<file path="src/rtl/blake2_pkg.sv">
// Shared sizes and FSM state type for the blake2 host-side message feeder.
package blake2_pkg;

    localparam int unsigned B2B_BLOCK_BYTES = 128;
    localparam int unsigned B2B_LL_W        = 128;
    localparam int unsigned B2B_NN_W        = 7;
    localparam int unsigned B2B_MAX_NN      = 64;
    localparam int unsigned B2B_F_GAP       = 106;

    localparam int unsigned B2S_BLOCK_BYTES = 64;
    localparam int unsigned B2S_LL_W        = 64;
    localparam int unsigned B2S_NN_W        = 6;
    localparam int unsigned B2S_MAX_NN      = 32;

    typedef enum logic [2:0] {
        StIdle,
        StKey,
        StKpad,
        StMsg,
        StPad,
        StGap,
        StRes,
        StDone
    } feed_state_e;

endpackage

</file>
<file path="src/rtl/blake2_digest_collect.sv">
// Gathers the core's streamed result bytes into a parallel digest register.
module blake2_digest_collect #(
    parameter int unsigned NN_W   = 7,
    parameter int unsigned MAX_NN = 64
) (
    input  logic                  clk,
    input  logic                  nreset,
    input  logic                  clear_i,
    input  logic                  en_i,
    input  logic [NN_W-1:0]       nn_i,
    input  logic                  finished_i,
    input  logic [7:0]            h_i,
    output logic [8*MAX_NN-1:0]   digest_o,
    output logic                  done_o
);

    logic                fin_q;
    logic [NN_W-1:0]     k_q, k_d;
    logic [8*MAX_NN-1:0] digest_q, digest_d;
    logic                store;

    // The result byte trails its finished cycle by one clock.
    assign store  = en_i & fin_q;
    assign done_o = store & (k_q == nn_i - NN_W'(1));

    always_comb begin
        k_d      = k_q;
        digest_d = digest_q;
        if (clear_i) begin
            k_d      = '0;
            digest_d = '0;
        end else if (store) begin
            k_d = k_q + NN_W'(1);
            for (int i = 0; i < MAX_NN; i++) begin
                if (k_q == NN_W'(i)) digest_d[8*i +: 8] = h_i;
            end
        end
    end

    always_ff @(posedge clk) begin
        if (!nreset) begin
            fin_q    <= 1'b0;
            k_q      <= '0;
            digest_q <= '0;
        end else begin
            fin_q    <= finished_i;
            k_q      <= k_d;
            digest_q <= digest_d;
        end
    end

    assign digest_o = digest_q;

endmodule

</file>
<file path="src/rtl/blake2_msg_feeder.sv">
// Feeds a key+message byte stream to the blake2 core as zero-padded blocks and
// collects the resulting digest.
module blake2_msg_feeder
    import blake2_pkg::*;
#(
    parameter int unsigned BLOCK_BYTES = B2B_BLOCK_BYTES,
    parameter int unsigned LL_W        = B2B_LL_W,
    parameter int unsigned NN_W        = B2B_NN_W,
    parameter int unsigned MAX_NN      = B2B_MAX_NN,
    parameter int unsigned F_GAP       = B2B_F_GAP
) (
    input  logic                           clk,
    input  logic                           nreset,
    input  logic                           start_i,
    input  logic [NN_W-1:0]                kk_i,
    input  logic [NN_W-1:0]                nn_i,
    input  logic                           in_v_i,
    output logic                           in_ready_o,
    input  logic [7:0]                     in_data_i,
    input  logic                           in_last_i,
    input  logic                           in_empty_i,
    output logic [NN_W-1:0]                core_kk_o,
    output logic [NN_W-1:0]                core_nn_o,
    output logic [LL_W-1:0]                core_ll_o,
    output logic                           core_block_first_o,
    output logic                           core_block_last_o,
    output logic                           core_data_v_o,
    output logic [$clog2(BLOCK_BYTES)-1:0] core_data_idx_o,
    output logic [7:0]                     core_data_o,
    input  logic                           core_finished_i,
    input  logic [7:0]                     core_h_i,
    output logic [8*MAX_NN-1:0]            digest_o,
    output logic                           digest_v_o,
    output logic                           busy_o
);

    localparam int unsigned IDX_W = $clog2(BLOCK_BYTES);
    localparam int unsigned GAP_W = $clog2(F_GAP + 1);

    feed_state_e      state_q, state_d;
    logic [IDX_W-1:0] idx_q, idx_d, oidx_q, oidx_d;
    logic [NN_W-1:0]  kk_q, kk_d, nn_q, nn_d, key_cnt_q, key_cnt_d;
    logic [GAP_W-1:0] gap_q, gap_d;
    logic [LL_W-1:0]  ll_q, ll_d;
    logic             first_q, first_d, last_q, last_d;
    logic             dv_q, dv_d, ofirst_q, ofirst_d, olast_q, olast_d;
    logic [7:0]       odata_q, odata_d;
    logic             xfer, blk_end, beat, beat_last, count_ll, collect_done;
    logic [7:0]       beat_byte;

    assign in_ready_o = (state_q == StKey) || (state_q == StMsg);
    assign xfer       = in_v_i & in_ready_o;
    assign blk_end    = idx_q == IDX_W'(BLOCK_BYTES - 1);

    always_comb begin
        state_d   = state_q;
        idx_d     = idx_q;
        kk_d      = kk_q;
        nn_d      = nn_q;
        key_cnt_d = key_cnt_q;
        gap_d     = gap_q;
        ll_d      = ll_q;
        first_d   = first_q;
        last_d    = last_q;
        oidx_d    = oidx_q;
        odata_d   = odata_q;
        ofirst_d  = ofirst_q;
        olast_d   = olast_q;
        beat      = 1'b0;
        beat_byte = 8'h00;
        beat_last = last_q;
        count_ll  = 1'b0;
        case (state_q)
            StIdle: if (start_i) begin
                kk_d      = kk_i;
                nn_d      = nn_i;
                ll_d      = '0;
                idx_d     = '0;
                key_cnt_d = '0;
                gap_d     = '0;
                first_d   = 1'b1;
                last_d    = 1'b0;
                state_d   = (kk_i != '0) ? StKey : StMsg;
            end
            StKey: if (xfer) begin
                beat      = 1'b1;
                beat_byte = in_data_i;
                count_ll  = 1'b1;
                key_cnt_d = key_cnt_q + NN_W'(1);
                if (in_last_i) begin
                    last_d    = 1'b1;
                    beat_last = 1'b1;
                end
                if (key_cnt_q == kk_q - NN_W'(1)) state_d = blk_end ? StGap : StKpad;
            end
            // Key padding counts toward ll so the key block commits a full block.
            StKpad: begin
                beat     = 1'b1;
                count_ll = 1'b1;
                if (blk_end) state_d = StGap;
            end
            StMsg: if (xfer) begin
                if (in_last_i) begin
                    last_d    = 1'b1;
                    beat_last = 1'b1;
                end
                if (!(in_last_i && in_empty_i)) begin
                    beat      = 1'b1;
                    beat_byte = in_data_i;
                    count_ll  = 1'b1;
                end
                if (beat && blk_end) state_d = StGap;
                else if (in_last_i) state_d = StPad;
            end
            StPad: begin
                beat = 1'b1;
                if (blk_end) state_d = StGap;
            end
            StGap: begin
                gap_d = gap_q + GAP_W'(1);
                if (gap_q == GAP_W'(F_GAP - 1)) begin
                    gap_d   = '0;
                    first_d = 1'b0;
                    state_d = last_q ? StRes : StMsg;
                end
            end
            StRes:   if (collect_done) state_d = StDone;
            StDone:  state_d = StIdle;
            default: state_d = StIdle;
        endcase
        dv_d = beat;
        if (beat) begin
            idx_d    = idx_q + IDX_W'(1);
            oidx_d   = idx_q;
            odata_d  = beat_byte;
            ofirst_d = first_q;
            olast_d  = beat_last;
        end
        if (count_ll) ll_d = ll_q + LL_W'(1);
    end

    always_ff @(posedge clk) begin
        if (!nreset) begin
            state_q   <= StIdle;
            idx_q     <= '0;
            kk_q      <= '0;
            nn_q      <= '0;
            key_cnt_q <= '0;
            gap_q     <= '0;
            ll_q      <= '0;
            first_q   <= 1'b0;
            last_q    <= 1'b0;
            dv_q      <= 1'b0;
            oidx_q    <= '0;
            odata_q   <= 8'h00;
            ofirst_q  <= 1'b0;
            olast_q   <= 1'b0;
        end else begin
            state_q   <= state_d;
            idx_q     <= idx_d;
            kk_q      <= kk_d;
            nn_q      <= nn_d;
            key_cnt_q <= key_cnt_d;
            gap_q     <= gap_d;
            ll_q      <= ll_d;
            first_q   <= first_d;
            last_q    <= last_d;
            dv_q      <= dv_d;
            oidx_q    <= oidx_d;
            odata_q   <= odata_d;
            ofirst_q  <= ofirst_d;
            olast_q   <= olast_d;
        end
    end

    blake2_digest_collect #(
        .NN_W   (NN_W),
        .MAX_NN (MAX_NN)
    ) u_collect (
        .clk        (clk),
        .nreset     (nreset),
        .clear_i    ((state_q == StIdle) && start_i),
        .en_i       (state_q == StRes),
        .nn_i       (nn_q),
        .finished_i (core_finished_i),
        .h_i        (core_h_i),
        .digest_o   (digest_o),
        .done_o     (collect_done)
    );

    assign core_kk_o          = kk_q;
    assign core_nn_o          = nn_q;
    assign core_ll_o          = ll_q;
    assign core_block_first_o = ofirst_q;
    assign core_block_last_o  = olast_q;
    assign core_data_v_o      = dv_q;
    assign core_data_idx_o    = oidx_q;
    assign core_data_o        = odata_q;
    assign digest_v_o         = state_q == StDone;
    assign busy_o             = state_q != StIdle;

endmodule

</file>
<file path="config.mk">
export PLATFORM = sky130hd
export DESIGN_NAME = blake2_msg_feeder
export DESIGN_NICKNAME = d
export VERILOG_FILES = /design/src/rtl/blake2_pkg.sv /design/src/rtl/blake2_digest_collect.sv /design/src/rtl/blake2_msg_feeder.sv
export SDC_FILE = /design/constraint.sdc
export NUM_CORES = 2
export LEC_CHECK = 0
export CORE_MARGIN = 2
export CORE_UTILIZATION = 40
export CTS_CLUSTER_SIZE = 12
export DETAILED_ROUTE_END_ITERATION = 6
export PLACE_DENSITY = 0.67
export RECOVER_POWER = 25
export SYNTH_ARGS = -nofsm -noshare
export SYNTH_HDL_FRONTEND = slang
export SYNTH_HIERARCHICAL = 1
export SYNTH_SLANG_ARGS = --single-unit
</file>
<file path="constraint.sdc">
create_clock -name clk -period 3.3 [get_ports clk]
set_input_delay 0.66 -clock clk [delete_from_list [all_inputs] [get_ports clk]]
set_output_delay 0.66 -clock clk [all_outputs]
set_load 0.02 [all_outputs]
</file>
==> run metrics <==
outcome=finished, violations left; failing checks=max-capacitance violations, max-slew violations; Rel. slew slack=-26.3%; Area Growth Syn to Fin=36.4%; Post-DRT Antenna Nets=0; critical path, cell by cell=buf_4, inv_2, nor2_1, clkdlybuf4s50_1; nets=3,747; Num CTS Buffers=78; fin crit share=90.4%; # hold bufs at CTS=0; row cnt=99; most area-hungry cell type in the Yosys netlist=dfxtp_1; total grt overflow=0; P_leak=15.5 nW; post-layout min period=2.98 ns; synthesized area per cell=9.62 um2; Fmax achieved=335 MHz; worst path required time=2.64 ns; Clock Sinks=706; fin. max-slew vios=35; # IOs=712; syn_nets=3,094; insertion delay to the later sink of the worst-skew pair=0.63 ns; DR DRC count=0; clock buffer depth=3; ratio of cells with drive above 1 in the final layout=8.14%; delay of the slowest cell on the worst path=0.69 ns; vias per inst=5.39; GPL Wtd Cong=0.875; initial antenna violation count=1; die area=75,400 um2; Core ar.=72,700 um2; FF+latch count, synth=706; IO Port Bufs=711; Worst path slowest cell=clkdlybuf4s50_1; Power Dens Cells=489 nW/um2; Final setup viols=0; RSZ-0062 raised after global routing=no; # Post-CTS Setup Buffers=0; CP Class=flop to output pin; ranking of synthesized cells by area=dfxtp_1 (48%), mux2i_1 (19%), nor2_1 (8.0%); CP startpoint kind=flop; Clock transition at path regs=0.06 ns; Crit. End Element=output pin; area share of the largest cell type after synthesis=48.2%; First-pass DRT Iterations=5; Die Y=275 um; largest net degree at the start of global routing=113; type of the tightest min-delay check=flop to flop; Initial Util=40.3%; Crit Path Max Fanout=19; commonest non-fill, non-tap cell in the layout=dfxtp_1; clk root buf=clkbuf_16; DR WL/cell=22.4 um; DRT Wirelength=105,000 um; CTS tree=done; max-cap viol count=1; Clock Skews=0.0235 ns; EDFF count, synth=0; setup ws final=0.317 ns; reg-to-reg setup timing slack=0.35 ns; Resized cells post-CTS=0; via count=25,355; Arrival @ worst endpoint=2.32 ns; H-tree Lvls=3; setup_tns=0 ns; pre-CTS WS=0.0247 ns; most frequent cells in the layout=dfxtp_1 (706), nor2_1 (621), mux2i_1 (543); vias in the first global route=23,424; Top FF cell, synth=dfxtp_1; Post-DP HPWL=74,500 um; post-synthesis sequential area ratio=48.2%; ys async rst share=0%; worst slew pin tran=1.89 ns; Mapped Area=29,300 um2; die width=275 um; worst vdd ir=0.000353 V; synth unique cells=74; first-pass GRT wire length=154,000 um; Yosys warnings=6; Syn Inst Count=3,046; 1st-iter DRT viols=1,984; all-layer global routing usage=26.7%; final hold violations=0
## metrics by stage
step           instance area, um2  total power, W  hold slack [ns]  util (%)  cells
4_1_cts                     40000          0.0197            0.454      55.0   4707
2_1_floorplan               29300          0.0103            0.437         -   3046
5_1_grt                     40000          0.0202            0.468      55.0   4708
3_3_place_gp                37500          0.0111            0.441      51.5   4578
3_5_place_dp                37500          0.0111            0.445      51.5   4578
6_report                    40000          0.0195            0.453      55.0   4708
## cells by family (layout without fill, tap and decap cells)
kind of cell,after synthesis,in the layout,share of synthesized area [%]
fa+ha+maj,11,11,0.470
compound gates,239,239,5.54
simple gates,1282,1282,22.7
buf+inv,224,926,3.17
mux,559,559,19.2
xor+xnor,25,25,0.747
other cells,0,1,0
flops,706,706,48.2
## final cells by class
type	count	area, um2
Tap cell	959	1200
Clock buffer	107	2180
Fill cell	6533	32800
Timing Repair Buffer	781	7770
Antenna cell	1	2.50
Inverter	16	62.6
Sequential cell	706	14100
Multi-Input combinational cell	2116	14300
Clock inverter	22	330
## flip-flops by register name (all words and copies together), names as in the netlist, 3 cells and up
name and cells:
key_cnt_q 7, state_q 3, core_kk_o 7, core_data_idx_o 7, idx_q 7, core_nn_o 7
core_ll_o 128, u_collect/digest_o 512, gap_q 7, core_data_o 8, u_collect/k_q 7
## power breakdown
part | internal (W) | leakage, nW | total, W | switching, W
clock | 0.00498 | 1.23 | 0.00864 | 0.00367
combinational | 0.000611 | 8.59 | 0.00218 | 0.00157
sequential | 0.00861 | 5.69 | 0.00871 | 0.0000999
total | 0.0142 | 15.5 | 0.0195 | 0.00533
## critical path, delay by kind of cell (launching register included)
| kind | cells | cell delay [ns] |
|---|---|---|
| buffers and inverters | 3 | 1.06 |
| DFF | 1 | 0.34 |
| and+or+nand+nor | 1 | 0.30 |
## cells in the mapped netlist, drive strengths merged, types with 33 or more instances
master	n
nand4	67
nand3	115
nor2	623
buf	64
mux2i	543
nor3	90
dfxtp	706
nand2	159
nor4	33
and3	39
a21oi	77
clkbuf	144
## worst paths after layout
kind,from,to,depth (start not counted)
min,core_data_idx_o[0]$_SDFFE_PN0P_,core_data_idx_o[0]$_SDFFE_PN0P_,2
min reg2reg,core_data_idx_o[0]$_SDFFE_PN0P_,core_data_idx_o[0]$_SDFFE_PN0P_,2
max reg2reg,core_ll_o[8]$_SDFFE_PN0P_,core_ll_o[111]$_SDFFE_PN0P_,6
max,state_q[0]$_SDFFE_PN0P_,in_ready_o,4
## metal layers
metal / GRT usage (%) / share of wire [%] / routed length (um)
met5: 0 / 0 / 0
met4: 10.4 / 3.8 / 4060
met3: 6.36 / 7.5 / 7920
met2: 44.2 / 47 / 49600
met1: 33.5 / 42 / 43900
Note: power is estimated with default switching activity, not from simulation.
